===== src/rtl/lsu_pkg.sv =====
// Shared types and helpers for the load/store unit: FSM states, RV32I
// width codes and the access-size decode used by the range check.
package lsu_pkg;

  typedef enum logic [1:0] {
    IDLE,
    ACCESS,
    RESP
  } state_t;

  localparam logic [2:0] F3_B  = 3'b000;
  localparam logic [2:0] F3_H  = 3'b001;
  localparam logic [2:0] F3_W  = 3'b010;
  localparam logic [2:0] F3_BU = 3'b100;
  localparam logic [2:0] F3_HU = 3'b101;

  // Illegal codes fall through to 4; they are flagged as errors elsewhere.
  function automatic logic [2:0] access_size(input logic [2:0] funct3);
    logic [2:0] size;
    case (funct3)
      F3_B, F3_BU: size = 3'd1;
      F3_H, F3_HU: size = 3'd2;
      default:     size = 3'd4;
    endcase
    return size;
  endfunction

endpackage


===== src/rtl/lsu_align.sv =====
// Byte-lane steering between the execute-stage view (right-justified data)
// and the big-endian dmem port, in both directions. Purely combinational.
module lsu_align
  import lsu_pkg::*;
(
  input  logic [2:0]  i_funct3,
  input  logic [31:0] i_wdata,
  input  logic [31:0] i_mem_dout,
  output logic [31:0] o_mem_din,
  output logic [2:0]  o_we_mask,
  output logic [31:0] o_rdata
);

  // Lowest address sits in the MSB lane, so narrow stores shift up.
  always_comb begin
    o_mem_din = i_wdata;
    o_we_mask = 3'b000;
    case (i_funct3)
      F3_B: begin
        o_mem_din = {i_wdata[7:0], 24'h0};
        o_we_mask = 3'b001;
      end
      F3_H: begin
        o_mem_din = {i_wdata[15:0], 16'h0};
        o_we_mask = 3'b011;
      end
      F3_W: begin
        o_mem_din = i_wdata;
        o_we_mask = 3'b111;
      end
      default: begin
        o_mem_din = i_wdata;
        o_we_mask = 3'b000;
      end
    endcase
  end

  always_comb begin
    o_rdata = i_mem_dout;
    case (i_funct3)
      F3_B:    o_rdata = {{24{i_mem_dout[31]}}, i_mem_dout[31:24]};
      F3_H:    o_rdata = {{16{i_mem_dout[31]}}, i_mem_dout[31:16]};
      F3_BU:   o_rdata = {24'h0, i_mem_dout[31:24]};
      F3_HU:   o_rdata = {16'h0, i_mem_dout[31:16]};
      default: o_rdata = i_mem_dout;
    endcase
  end

endmodule


===== src/rtl/lsu.sv =====
// Load/store unit in front of dmem port 1: one request in flight, latched at
// accept, performed in ACCESS, returned in RESP with back-to-back accept.
module lsu
  import lsu_pkg::*;
#(
  parameter  int DATA_WIDTH = 32,
  parameter  int DEPTH      = 4096,
  localparam int ADDR_WIDTH = $clog2(DEPTH)
) (
  input  logic                  clk,
  input  logic                  rst_n,
  input  logic                  req_valid,
  output logic                  req_ready,
  input  logic                  req_we,
  input  logic [2:0]            req_funct3,
  input  logic [31:0]           req_addr,
  input  logic [DATA_WIDTH-1:0] req_wdata,
  output logic                  rsp_valid,
  input  logic                  rsp_ready,
  output logic [DATA_WIDTH-1:0] rsp_rdata,
  output logic                  rsp_err,
  output logic [ADDR_WIDTH-1:0] mem_addr,
  output logic [DATA_WIDTH-1:0] mem_din,
  output logic                  mem_we0,
  output logic                  mem_we1,
  output logic                  mem_we2,
  input  logic [DATA_WIDTH-1:0] mem_dout
);

  state_t                r_state;
  state_t                w_next;
  logic                  r_we;
  logic [2:0]            r_funct3;
  logic [ADDR_WIDTH-1:0] r_addr;
  logic [DATA_WIDTH-1:0] r_wdata;
  logic                  r_err;
  logic [DATA_WIDTH-1:0] r_rdata;
  logic                  r_rsp_err;

  logic                  w_req_ready;
  logic                  w_accept;
  logic [2:0]            w_size;
  logic [32:0]           w_end;
  logic                  w_bad_f3;
  logic                  w_req_err;
  logic [DATA_WIDTH-1:0] w_din;
  logic [2:0]            w_we_mask;
  logic [DATA_WIDTH-1:0] w_ext;
  logic                  w_do_write;

  // Error is resolved at accept so ACCESS only needs the latched flag.
  assign w_size    = access_size(req_funct3);
  assign w_end     = {1'b0, req_addr} + {30'b0, w_size};
  assign w_bad_f3  = (req_funct3 == 3'b011) || (req_funct3 == 3'b110) ||
                     (req_funct3 == 3'b111);
  assign w_req_err = w_bad_f3 || (req_we && req_funct3[2]) ||
                     (w_end > 33'(DEPTH));

  always_comb begin
    w_next      = r_state;
    w_req_ready = 1'b0;
    case (r_state)
      IDLE: begin
        w_req_ready = rst_n;
        if (req_valid) w_next = ACCESS;
      end
      ACCESS: begin
        w_next = RESP;
      end
      RESP: begin
        w_req_ready = rst_n && rsp_ready;
        if (rsp_ready) w_next = req_valid ? ACCESS : IDLE;
      end
      default: begin
        w_next = IDLE;
      end
    endcase
  end

  assign w_accept = req_valid && w_req_ready;

  always_ff @(posedge clk) begin
    if (!rst_n) begin
      r_state   <= IDLE;
      r_we      <= 1'b0;
      r_funct3  <= '0;
      r_addr    <= '0;
      r_wdata   <= '0;
      r_err     <= 1'b0;
      r_rdata   <= '0;
      r_rsp_err <= 1'b0;
    end else begin
      r_state <= w_next;
      if (w_accept) begin
        r_we     <= req_we;
        r_funct3 <= req_funct3;
        r_addr   <= req_addr[ADDR_WIDTH-1:0];
        r_wdata  <= req_wdata;
        r_err    <= w_req_err;
      end
      if (r_state == ACCESS) begin
        r_rdata   <= (!r_we && !r_err) ? w_ext : '0;
        r_rsp_err <= r_err;
      end
    end
  end

  lsu_align u_align (
    .i_funct3   (r_funct3),
    .i_wdata    (r_wdata),
    .i_mem_dout (mem_dout),
    .o_mem_din  (w_din),
    .o_we_mask  (w_we_mask),
    .o_rdata    (w_ext)
  );

  // Gating with rst_n keeps a reset that lands in ACCESS from writing.
  assign w_do_write = rst_n && (r_state == ACCESS) && r_we && !r_err;

  assign {mem_we2, mem_we1, mem_we0} = w_do_write ? w_we_mask : 3'b000;
  assign mem_addr  = r_addr;
  assign mem_din   = w_din;
  assign req_ready = w_req_ready;
  assign rsp_valid = (r_state == RESP);
  assign rsp_rdata = r_rdata;
  assign rsp_err   = r_rsp_err;

endmodule


===== config.mk =====
export PLATFORM = sky130hd
export DESIGN_NAME = lsu
export DESIGN_NICKNAME = d
export VERILOG_FILES = /design/src/rtl/lsu_pkg.sv /design/src/rtl/lsu_align.sv /design/src/rtl/lsu.sv
export SDC_FILE = /design/constraint.sdc
export NUM_CORES = 1
export LEC_CHECK = 0
export ABC_AREA = 1
export CORE_MARGIN = 4
export CORE_UTILIZATION = 45
export DETAILED_ROUTE_END_ITERATION = 8
export PLACE_DENSITY_LB_ADDON = 0.08
export SYNTH_ARGS = -nofsm -noshare
export SYNTH_HDL_FRONTEND = slang
export SYNTH_HIERARCHICAL = 1
export SYNTH_SLANG_ARGS = --single-unit

===== constraint.sdc =====
create_clock -name clk -period 3 [get_ports clk]
set_input_delay 0.75 -clock clk [delete_from_list [all_inputs] [get_ports clk]]
set_output_delay 0.75 -clock clk [all_outputs]
set_load 0.01 [all_outputs]

==> results.json <==
{
  "status": "completed",
  "cp-end-kind": "primary output",
  "grtUsageTotal_pct": 24.6,
  "grt_pass1_vias": 5123,
  "route.detailed.drc": 0,
  "clock_sinks": 84,
  "synthesis.area_per_instance_sq_um": 6.11,
  "dpl.hpwl_mm": 11.7,
  "hold_path.class": "flip-flop to flip-flop",
  "grtUsageMet3_pct": 5.24,
  "critPathSlowestCell": "clkdlybuf4s50_1",
  "final_cell_area_sq_mm": 0.00719,
  "synth_top_family_by_area": "simple AND/OR/NAND/NOR gates",
  "ys_seq_elements": 84,
  "crit_fanout": 3,
  "critPathBufInv": 2,
  "finalWirelength_mm": 16.1,
  "r2r_start": "r_funct3[1]",
  "hold_violations": 0,
  "finalWorstPathRequiredPeriod_ns": 2.93,
  "fmax_mhz": 341,
  "start_kind": "input pin",
  "use_met2_pct": 38.7,
  "slew_violations": 0,
  "antenna_found_initial": 0,
  "synth.top_cell.area_share_pct": 34.0,
  "synth_cell_types": 32,
  "r2r-end": "rsp_rdata[29]",
  "numCtsBuffers": 9,
  "hold_path_end": "mem_addr[1]",
  "setup_viol": 0,
  "synth_commonest_cells": "nand2_1, nor2_1, a21oi_1, dfxtp_1, nand3_1",
  "ff_latch_area_sq_mm": 0.00169,
  "finalCritPeriodShare_pct": 97.7,
  "die_w_microns": 113,
  "synth_mux_area_share_pct": 0,
  "syn_area_sq_mm": 0.00495,
  "globalplace.congestion": 0.949,
  "cpMostUsedCell": "clkdlybuf4s50_1",
  "insertion_delay_ns": 0.38,
  "peakVddDrop_uv": 254,
  "gr-max-usage-layer": "met2",
  "start_util_pct": 45.9,
  "syn2layout_area_growth_pct": 45.2,
  "ys_seq_area_share_pct": 34.0,
  "ys_warn_count": 6,
  "tns_ns": 0,
  "rsz0062_at_grt": "no",
  "multi_input_area_sq_mm": 0.00293,
  "boundaryPins": 186,
  "hold_buffers": 0,
  "cap_violations": 0,
  "die_y_microns": 113,
  "r2r_slack_ns": 1.36,
  "core_sq_mm": 0.0108,
  "nNetsFinal": 1091,
  "htreeDepth": 3,
  "ys.flop_type": "dfxtp_1",
  "via_count": 5708,
  "setup_ws_ns": 0.0687,
  "grt_pass1_wl_mm": 25.5,
  "fp.dieArea_sq_mm": 0.0127,
  "slew_headroom_pct": 65.4,
  "critical_path_class": "input pin to primary output",
  "max_stage_delay_ns": 0.58,
  "cts_tree": "done",
  "postCtsSetupBuffers": 0,
  "leakage_nw": 2.89,
  "skew_ns": 0.0112,
  "route.antenna.remaining_nets": 0,
  "n_fill_cell": 1015,
  "dp_slack_ns": -0.0130,
  "async_flop_share_pct": 0,
  "hp-start": "mem_addr[1]",
  "critPathTopFamily": "buffers and inverters",
  "critical_path.cell_chain": "clkdlybuf4s50_1 -> nand3_2 -> nor2_1 -> clkdlybuf4s50_1",
  "synth_area_leaders": "dfxtp_1, nand2_1, a21oi_1, nor2_1, nand3_1",
  "hold_depth": 2,
  "synth_most_common_cell": "nand2_1",
  "use_met1_pct": 34.0,
  "avgRoutedWirePerCell_microns": 14.3,
  "worst_pin_slew_ns": 0.519,
  "synthesis.nets": 918,
  "synth-edff-count": 0,
  "reg2regPathDepth": 7,
  "synth_xor_area_share_pct": 1.24,
  "power.density_mw_per_mm2": 389,
  "std_cell_rows": 38,
  "via_per_inst": 5.06,
  "cp_data_arrival_time_ns": 2.18,
  "synth-adder-area-share_pct": 1.16,
  "first_pass_iters": 5,
  "port_buffers": 185,
  "grt_start_max_net_pins": 47,
  "path_clk_slew_ns": 0.08,
  "holdWs_ns": 0.464,
  "grt-ovfl-total": 0,
  "synthSimpleGateAreaFrac_pct": 40.0,
  "cts.path.max_buffers": 2,
  "num_antenna_cells": 0,
  "dpl_cell_area_sq_mm": 0.00694,
  "synth_compound_area_share_pct": 15.9,
  "synth_largest_area_cell": "dfxtp_1",
  "drive_gt1_share_pct": 6.98,
  "first_iter_violations": 486,
  "ctsRootBufferMaster": "clkbuf_8",
  "cp.required_ns": 2.25,
  "synthCells": 810
}
[placed cells by master (no fill, tap or decap), types with 2 or more instances in the layout]
cell type,netlist,routed
dfxtp_1,84,81
nor2_8,2,2
inv_2,2,3
nand3_4,1,2
clkinv_2,1,2
nand3b_1,5,5
nand3_2,0,2
o21ai_1,3,3
xor2_1,4,4
xnor2_1,3,3
ha_1,3,3
nor2_2,9,12
clkbuf_8,0,11
o21ai_0,52,52
nand2_2,8,8
nor2_1,113,110
nand2_1,257,257
nand2_4,5,4
nand4_1,4,4
a21oi_1,98,98
buf_4,1,14
nand3_1,57,55
o21bai_1,2,2
dfxtp_2,0,2
clkdlybuf4s50_1,0,185
clkinv_1,2,2
inv_1,51,50
[final cells by class]
type	instances	share of cell area, %
clock buffer	12	2.16
clock inverter	4	0.662
timing repair buffer	200	27.5
tap	140	2.44
sequential	84	23.5
inverter	56	2.99
multi-input combinational	632	40.8
[cells by family (layout without fill, tap and decap cells)]
kind of cell / Yosys count / in the layout
and+or+nand+nor: 464 / 465
AOI/OAI and AO/OA: 156 / 156
buffers and inverters: 95 / 272
DFF: 84 / 84
xor gates and xnor gates: 7 / 7
adders and majority gates: 4 / 4
[metal layers]
metal  vias to the layer above  wire, microns
met5                         -              0
met2                       231           7450
li1                       2939              -
met4                         0            266
met1                      2519           7070
met3                        19           1310
[worst register-to-register path, stage by stage (launching register included)]
cell and delay [ns]:
dfxtp_2 0.44, clkinv_4 0.17, nand3_4 0.20, nand2_4 0.19, nand2_4 0.21, nand2_1 0.07
a21oi_1 0.18, nor2_1 0.06
[per-stage QoR]
stage	total power, mW	utilization [%]	instances
6_report	2.80	66.6	1128
3_5_place_dp	1.96	64.3	1111
4_1_cts	2.81	66.4	1128
3_3_place_gp	1.96	64.3	1111
2_1_floorplan	1.59	-	810
5_1_grt	2.94	66.6	1128
[flip-flops by register name, indices dropped and copies added (netlist names)]
register and flops:
r_err 1, r_funct3 3, rsp_err 1, r_we 1, rsp_rdata 32, r_state 2
mem_addr 12, r_wdata 32
[repair_timing]
item / 4_1_cts / 5_1_grt
setup endpoints to repair: 23 / 15
gates resized for setup: 5 / 5
pin swaps: 1 / 0
cloned: 1 / 0
[worst max path at each step]
stage                       start         end  slack (ns)  cells after the start
floorplan           req_funct3[0]       r_err        0.61                     14
global placement    req_funct3[0]       r_err        0.03                     15
detailed placement  req_funct3[0]       r_err       -0.01                     15
CTS                   r_funct3[0]  mem_din[0]        0.05                      5
global route          r_funct3[1]     mem_we1       0.002                      6
finish                      rst_n     mem_we1        0.07                      4
[report_power, final]
part	leakage, nW	internal (mW)	switching (mW)
Sequential	0.689	1.18	0.0452
Combinational	2.10	0.349	0.379
Clock	0.102	0.428	0.414
Total	2.89	1.96	0.838
Power figures use the tool's default switching activity.
